--- src/rtl/regbank_write_decoder_if.sv ---
`default_nettype none
// ---------------------------------------------------------------------------
// regbank_write_decoder_if : request handshake and register-bank write bus
// Rev 1.0
// ---------------------------------------------------------------------------
interface regbank_write_decoder_if #(
  parameter int ADDR_W   = 4,
  parameter int NUM_REGS = 16,
  parameter int DATA_W   = 32
) ();
  logic                req_valid;
  logic                req_ready;
  logic [ADDR_W-1:0]   req_addr;
  logic [DATA_W-1:0]   req_data;
  logic                bank_stall;
  logic [NUM_REGS-1:0] wr_en;
  logic [DATA_W-1:0]   wr_data;
  logic [7:0]          drop_cnt;

  modport master (
    output req_valid, req_addr, req_data, bank_stall,
    input  req_ready, wr_en, wr_data, drop_cnt
  );

  modport slave (
    input  req_valid, req_addr, req_data, bank_stall,
    output req_ready, wr_en, wr_data, drop_cnt
  );
endinterface
`default_nettype wire

--- src/rtl/regbank_write_decoder.sv ---
`default_nettype none
// ---------------------------------------------------------------------------
// regbank_write_decoder : 2-entry buffered, registered one-hot write decoder
// Optional FIFO bypass (latency 1) when REGBANK_DEC_BYPASS_EN is defined. Rev 1.0
// ---------------------------------------------------------------------------
module regbank_write_decoder #(
  parameter int ADDR_W        = 4,
  parameter int NUM_REGS      = 16,
  parameter int DATA_W        = 32,
  parameter int ZERO_REG_PROT = 1
) (
  input  logic                    clk,
  input  logic                    rst_n,
  regbank_write_decoder_if.slave  bus
);

  localparam logic [ADDR_W:0] NUM_LIM = (ADDR_W+1)'(NUM_REGS);

  logic [ADDR_W-1:0]   addr_mem_q [2];
  logic [DATA_W-1:0]   data_mem_q [2];
  logic                wptr_q, wptr_d;
  logic                rptr_q, rptr_d;
  logic [1:0]          cnt_q, cnt_d;
  logic [NUM_REGS-1:0] wr_en_q, wr_en_d;
  logic [DATA_W-1:0]   wr_data_q, wr_data_d;
  logic [7:0]          drop_q, drop_d;

  logic                full, empty, push, pop, push_fifo, bypass, take, legal;
  logic [ADDR_W-1:0]   sel_addr;
  logic [DATA_W-1:0]   sel_data;
  logic [NUM_REGS-1:0] onehot;

  // Ready is derived from registered occupancy only, so a same-cycle pop never frees a slot.
  assign full  = (cnt_q == 2'd2);
  assign empty = (cnt_q == 2'd0);
  assign push  = bus.req_valid & ~full;
  assign pop   = ~bus.bank_stall & ~empty;

`ifdef REGBANK_DEC_BYPASS_EN
  assign bypass   = push & empty & ~bus.bank_stall;
  assign sel_addr = bypass ? bus.req_addr : addr_mem_q[rptr_q];
  assign sel_data = bypass ? bus.req_data : data_mem_q[rptr_q];
`else
  assign bypass   = 1'b0;
  assign sel_addr = addr_mem_q[rptr_q];
  assign sel_data = data_mem_q[rptr_q];
`endif

  assign push_fifo = push & ~bypass;
  assign take      = pop | bypass;

  always_comb begin
    legal = ({1'b0, sel_addr} < NUM_LIM);
    if ((ZERO_REG_PROT != 0) && (sel_addr == '0)) begin
      legal = 1'b0;
    end
  end

  always_comb begin
    onehot = '0;
    for (int i = 0; i < NUM_REGS; i++) begin
      onehot[i] = legal && ({1'b0, sel_addr} == (ADDR_W+1)'(i));
    end
  end

  always_comb begin
    wptr_d = wptr_q ^ push_fifo;
    rptr_d = rptr_q ^ pop;
    cnt_d  = cnt_q + {1'b0, push_fifo} - {1'b0, pop};
  end

  // A stalled bank keeps the current write pending; otherwise each pulse lasts one cycle.
  always_comb begin
    wr_en_d   = wr_en_q;
    wr_data_d = wr_data_q;
    drop_d    = drop_q;
    if (!bus.bank_stall) begin
      wr_en_d = '0;
      if (take) begin
        wr_data_d = sel_data;
        if (legal) begin
          wr_en_d = onehot;
        end else if (drop_q != 8'hFF) begin
          drop_d = drop_q + 8'd1;
        end
      end
    end
  end

  always_ff @(posedge clk) begin
    if (push_fifo) begin
      addr_mem_q[wptr_q] <= bus.req_addr;
      data_mem_q[wptr_q] <= bus.req_data;
    end
  end

  always_ff @(posedge clk) begin
    if (!rst_n) begin
      wptr_q    <= 1'b0;
      rptr_q    <= 1'b0;
      cnt_q     <= 2'd0;
      wr_en_q   <= '0;
      wr_data_q <= '0;
      drop_q    <= 8'd0;
    end else begin
      wptr_q    <= wptr_d;
      rptr_q    <= rptr_d;
      cnt_q     <= cnt_d;
      wr_en_q   <= wr_en_d;
      wr_data_q <= wr_data_d;
      drop_q    <= drop_d;
    end
  end

  assign bus.req_ready = ~full;
  assign bus.wr_en     = wr_en_q;
  assign bus.wr_data   = wr_data_q;
  assign bus.drop_cnt  = drop_q;

endmodule
`default_nettype wire

--- src/flat_wrapper.sv ---
// flat-port wrapper written by rule: the top's interface ports become plain ports
module regbank_write_decoder_flat 
#(
  parameter int ADDR_W        = 4,
  parameter int NUM_REGS      = 16,
  parameter int DATA_W        = 32,
  parameter int ZERO_REG_PROT = 1
)
  (clk, rst_n, bus_req_valid, bus_req_addr, bus_req_data, bus_bank_stall, bus_req_ready, bus_wr_en, bus_wr_data, bus_drop_cnt);
  regbank_write_decoder_if #(.ADDR_W(ADDR_W), .NUM_REGS(NUM_REGS), .DATA_W(DATA_W)) bus_i ();
  input  logic clk;
  input  logic rst_n;
  input wire logic [$bits(bus_i.req_valid)-1:0] bus_req_valid;
  input wire logic [$bits(bus_i.req_addr)-1:0] bus_req_addr;
  input wire logic [$bits(bus_i.req_data)-1:0] bus_req_data;
  input wire logic [$bits(bus_i.bank_stall)-1:0] bus_bank_stall;
  output wire logic [$bits(bus_i.req_ready)-1:0] bus_req_ready;
  output wire logic [$bits(bus_i.wr_en)-1:0] bus_wr_en;
  output wire logic [$bits(bus_i.wr_data)-1:0] bus_wr_data;
  output wire logic [$bits(bus_i.drop_cnt)-1:0] bus_drop_cnt;
  assign bus_i.req_valid = bus_req_valid;
  assign bus_i.req_addr = bus_req_addr;
  assign bus_i.req_data = bus_req_data;
  assign bus_i.bank_stall = bus_bank_stall;
  assign bus_req_ready = bus_i.req_ready;
  assign bus_wr_en = bus_i.wr_en;
  assign bus_wr_data = bus_i.wr_data;
  assign bus_drop_cnt = bus_i.drop_cnt;
  regbank_write_decoder #(.ADDR_W(ADDR_W), .NUM_REGS(NUM_REGS), .DATA_W(DATA_W), .ZERO_REG_PROT(ZERO_REG_PROT)) u_core (.clk(clk), .rst_n(rst_n), .bus(bus_i));
endmodule
--- config.mk ---
export PLATFORM = sky130hd
export DESIGN_NAME = regbank_write_decoder_flat
export DESIGN_NICKNAME = d
export VERILOG_FILES = /design/src/rtl/regbank_write_decoder_if.sv /design/src/rtl/regbank_write_decoder.sv /design/src/flat_wrapper.sv
export SDC_FILE = /design/constraint.sdc
export NUM_CORES = 1
export LEC_CHECK = 0
export ABC_CLOCK_PERIOD_IN_PS = 3300
export BUFFER_PORTS_ARGS = -buffer_cell sky130_fd_sc_hd__buf_2
export CAP_MARGIN = 25
export CORE_ASPECT_RATIO = 1.75
export CORE_UTILIZATION = 54
export DETAILED_ROUTE_END_ITERATION = 8
export PLACE_DENSITY = 0.77
export SLEW_MARGIN = 20
export SYNTH_ARGS = -nofsm -noshare
export SYNTH_HDL_FRONTEND = slang
export SYNTH_SLANG_ARGS = --single-unit
--- constraint.sdc ---
create_clock -name clk -period 3.3 [get_ports clk]
set_clock_uncertainty 0.2 [all_clocks]
set_input_delay 0.825 -clock clk [delete_from_list [all_inputs] [get_ports clk]]
set_output_delay 0.825 -clock clk [all_outputs]
set_load 0.02 [all_outputs]
# [Yosys cells after proc, flatten, opt, wreduce, memory -nomap -nowiden]
# Memories as Yosys holds them, arrays and structs flattened. A register that Yosys moved wholly into a read port is not among the register bits.
# Cells that the tools add are included.
[classes] n_addsub=3 eq_ne=17 mux=6 n_bitwise=7 n_reduce_logical=20
[op_table] op="$eq A4 B4 Y1 const B" count=8
[op_table] op="$mux W16" count=2
[op_table] op="$eq A4 B3 Y1 const B" count=4
[op_table] op="$logic_and A1 B1 Y1" count=15
[op_table] op="$add A8 B1 Y8 const B" count=1
[op_table] op="$eq A4 B2 Y1 const B" count=2
[op_table] op="$ne A8 B8 Y1 const B" count=1
[op_table] op="$eq A4 B1 Y1 const B" count=1
[op_table] op="$logic_not A4 Y1" count=1
[op_table] op="$mux W1" count=4
[op_table] op="$reduce_and A4 Y1" count=1
[op_table] op="$not A1 Y1" count=3
[op_table] op="$add A2 B1 Y2" count=1
[op_table] op="$and A1 B1 Y1" count=2
[op_table] op="$eq A2 B2 Y1 const B" count=1
[op_table] op="$logic_not A2 Y1" count=1
[op_table] op="$reduce_and A2 Y1" count=1
[op_table] op="$sub A2 B1 Y2" count=1
[op_table] op="$xor A1 B1 Y1" count=2
[op_table] op="$logic_not A1 Y1" count=1
[totals] reg_bits=28 ram_bits=72 output_inout_bits=57 word_cells=60 n_memories=2
[memory_table] memory="u_core.data_mem_q" depth=2 word_bits=32 rd=1 rd_ports_with_merged_regs=1 write_ports=1 line_no="regbank_write_decoder.sv:20" source="logic [DATA_W-1:0] data_mem_q [2];"
[memory_table] memory="u_core.addr_mem_q" depth=2 word_bits=4 rd=1 rd_ports_with_merged_regs=1 write_ports=1 line_no="regbank_write_decoder.sv:19" source="logic [ADDR_W-1:0] addr_mem_q [2];"

# [Depth between registers and ports, before layout]
[depth] ltp_word=5 ltp_mapped=10

# [Worst setup path after synthesis]
# OpenSTA, ideal clock, no wires.
[synth_timing] path_type="input port to flip-flop" from="input bus_bank_stall" to="register u_core.cnt_q[1]" arrival_time_ns=2.505 setup_slack_ns=0.468 path_stages=10 cell_sequence="o21bai_1 > inv_1 > clkbuf_1 > buf_1 > ha_1 > inv_1 > ha_1 > xor2_1 > xnor2_1 > nor2_1"
[synth_between] elab_chain_len=3
[synth_lines] item="start, declared" line_no="flat_wrapper.sv:16" source="input wire logic [$bits(bus_i.bank_stall)-1:0] bus_bank_stall;"
[synth_lines] item="$not A1 Y1" line_no="regbank_write_decoder.sv:37" source="assign pop = ~bus.bank_stall & ~empty;"
[synth_lines] item="$and A1 B1 Y1" line_no="regbank_write_decoder.sv:37"
[synth_lines] item="$sub A2 B1 Y2" line_no="regbank_write_decoder.sv:69" source="cnt_d = cnt_q + {1'b0, push_fifo} - {1'b0, pop};"
[synth_lines] item="end signal, assigned" line_no="regbank_write_decoder.sv:108" source="cnt_q <= cnt_d;"
[synth_lines] item="end, declared" line_no="regbank_write_decoder.sv:23" source="logic [1:0] cnt_q, cnt_d;"
# No other way between the ends.
# A chain may end at the register's enable or synchronous reset.

==> summary.md <==
| Metric | Value |
|---|---|
| Status | `complete, no violations` |
| Post-route total power | `5.057 mW` |
| FFs w/ async S/R, synth | `0%` |
| Num CTS Buffers | `17` |
| Global Route Usage Sum | `20.61%` |
| IO Count | `97` |
| Die Y | `127.0 um` |
| RSZ-0062 raised after global routing | `false` |
| Die area | `9324 um2` |
| Drt first pass iters | `4` |
| Net Sw Frac | `28.07%` |
| Post-DRT Antenna Nets | `0` |
| Layout cells sized above 1 | `29.21%` |
| Net Count, Synth | `404` |
| Initial antenna violation count | `0` |
| Critical path capture point type | `flip-flop` |
| Clock network power share | `36.0%` |
| Area Overhead vs Synth | `24.45%` |
| DP HPWL | `5584 um` |
| Max-Cap Viols | `0` |
| Setup TNS | `0 ns` |
| I/O Buffers | `95` |
| Drt total wl | `8771 um` |
| Seq/Total Area, Yosys | `69.76%` |
| CP required | `3.40 ns` |
| CTS tree | `done` |
| Vias per cell | `5.254` |
| Max clock buf depth | `2` |
| Drt drc | `0` |
| Maximum VDD drop | `0.0005352 V` |
| Final setup vio count | `0` |
| Primary FF master, synth | `edfxtp_1` |
| R2R setup slack | `0.87 ns` |
| Final worst slack | `0.8726 ns` |
| Clock root buffer | `clkbuf_16` |
| Vias in the first global route | `3078` |
| Startpoint Class | `flip-flop` |
| Worst skew pair latency | `0.40 ns` |
| Hold-fix buffers, CTS | `0` |
| Clk slew on worst S/H paths | `0.06 ns` |
| Max Freq | `0.4120 GHz` |
| Pre-CTS setup slack | `0.5362 ns` |
| Power share of the sequential group | `43.9%` |
| Number of gates resized after CTS | `0` |
| Largest net degree at the start of global routing | `65` |
| Rel. slew slack | `58.61%` |
| Via count | `3079` |
| Fin nets | `501` |
| Flip-flop and latch count after synthesis | `132` |
| Die Span X | `73.43 um` |
| Post-Synthesis Cells | `359` |
| Grt ovf | `0` |
| Pwr dens | `842.9 nW/um2` |
| Starting Density | `55.60%` |
| WP data arrival | `2.53 ns` |
| H-tree Lvls | `4` |
| Final slew viol count | `0` |
| Core area | `8671 um2` |
| Setup CP Type | `flip-flop to flip-flop` |
| Routed WL per cell | `14.97 um` |
| Clock period minus worst slack | `2.427 ns` |
| Yosys warnings | `0` |
| Tcrit/Tclk final | `73.56%` |
| Fin. Hold Viols | `0` |
| Net switching power | `1.420 mW` |
| Internal power | `3.638 mW` |
| Post-synth EDFFs | `72` |
| CTS sink cnt | `132` |
| ANT cells | `0` |
| Routability cong. | `0.8408` |
| Rows | `45` |
| Setup Buffers After CTS | `0` |
| P_leak | `2.332 nW` |
| Drt initial violations | `131` |
| Worst Tran Pin Value | `0.6208 ns` |
| CP max FO | `15` |
| Worst hold path type | `flip-flop to flip-flop` |
| Comb power frac | `20.1%` |
| Unique masters post-synth | `41` |
| First-pass GRT wire length | `14050 um` |
| Mapped Area | `4821 um2` |
| Syn_area_per_cell | `13.43 um2` |
worst max-delay path, cell delays in order, from the launching register on:
cell     delay [ns]
dfxtp_1        0.54
or3b_1         0.44
a221o_1        0.47
or4b_1         0.54
o211a_1        0.13
metrics by stage:
step / area, um2 / hold slack (ns) / std cells / utilization (%)
CTS: 5972 / 0.2960 / 585 / 68.87
global placement: 5390 / 0.2811 / 553 / 62.16
floorplan: 4821 / 0.3069 / 359 / -
global route: 6000 / 0.3184 / 586 / 69.19
detailed placement: 5390 / 0.2887 / 553 / 62.16
finish: 6000 / 0.2948 / 586 / 69.19
cell usage after synthesis (2+ instances only):
cell	number	area (um2)
a22oi_1	15	112.6
nand2_1	6	22.52
nand3b_1	4	30.03
inv_1	7	26.28
mux2i_1	34	340.3
clkbuf_1	14	52.55
nand3_1	5	25.02
or3b_1	3	26.28
dfxtp_1	60	1201
a211oi_1	32	240.2
and4_1	2	17.52
o31ai_1	2	15.01
buf_2	2	10.01
or3b_2	2	17.52
buf_1	5	18.77
xor2_1	2	17.52
nor2_1	52	195.2
or3_1	3	18.77
a21oi_1	7	35.03
edfxtp_1	72	2162
nand2b_1	3	18.77
ha_1	5	62.56
o21ai_0	3	15.01
and2_1	2	12.51
sequential cells by signal (all words and copies together), names as in the netlist, named ones only:
| register | flops |
|---|---|
| u_core.bus.wr_data | 32 |
| u_core.bus.drop_cnt | 8 |
| u_core.cnt_q | 2 |
| u_core.wptr_q | 1 |
| u_core.addr_mem_q | 8 |
| u_core.bus.wr_en | 15 |
| u_core.rptr_q | 1 |
| u_core.data_mem_q | 64 |
kinds of logic after synthesis:
kind of cell | count (synthesis) | share of synthesized area [%]
multiplexers | 34 | 7.060
AO/OA/AOI/OAI | 67 | 10.04
flip-flops | 132 | 69.76
AND/OR/NAND/NOR | 88 | 8.825
other | 1 | 0.07779
buffers and inverters | 29 | 2.388
XOR/XNOR | 3 | 0.5451
adder cells (fa/ha/maj) | 5 | 1.298
cell type report:
type	count	area (um2)
Sequential cell	132	3364
Clock buffer	19	442.9
Inverter	7	26.28
Timing Repair Buffer	100	533.0
Clock inverter	13	138.9
Multi-Input combinational cell	198	1348
Fill cell	682	2671
Tap cell	117	146.4
cell usage in the layout (no fill, tap or decap), types with 2 or more instances in the layout:
master      n
a211oi_1   32
a21oi_1     7
a22oi_1    15
and2_1      2
and4_1      2
buf_2      95
buf_4       4
bufinv_16   3
clkbuf_16  17
clkinv_2    9
dfxtp_1    59
edfxtp_1   72
ha_1        3
ha_2        2
inv_1       5
inv_2       2
mux2i_1    34
nand2_1     6
nand2b_1    3
nand3_1     5
nand3b_1    4
nor2_1     52
o21ai_0     3
o31ai_1     2
or3_1       3
or3b_1      3
or3b_2      2
xor2_1      2
metal layers:
layer  up-vias  part of all wire, %  GRT usage [%]
met2       106                   54          36.17
met4         0                  2.2          11.43
met5         -                    0              0
met3        15                  4.3          6.782
li1       1531                    -              -
met1      1427                   40          20.93
power by group through the flow:
stage / clock network, mW / logic (mW) / registers, mW
floorplan: 0 / 0.594 / 2.35
global placement: 0 / 0.938 / 2.28
detailed placement: 0 / 0.965 / 2.29
CTS: 1.85 / 0.972 / 2.26
global route: 1.93 / 1.12 / 2.26
finish: 1.82 / 1.02 / 2.22
final timing paths:
| path | end | start | cells past startpoint |
|---|---|---|---|
| max reg2reg | u_core.bus.drop_cnt[6] | flip-flop | 4 |
| max | u_core.bus.drop_cnt[6] | flip-flop | 4 |
| min | u_core.bus.wr_data[15] | u_core.bus.wr_data[15] | 2 |
| min reg2reg | u_core.bus.wr_data[15] | u_core.bus.wr_data[15] | 2 |
Power figures use the tool's default switching activity.
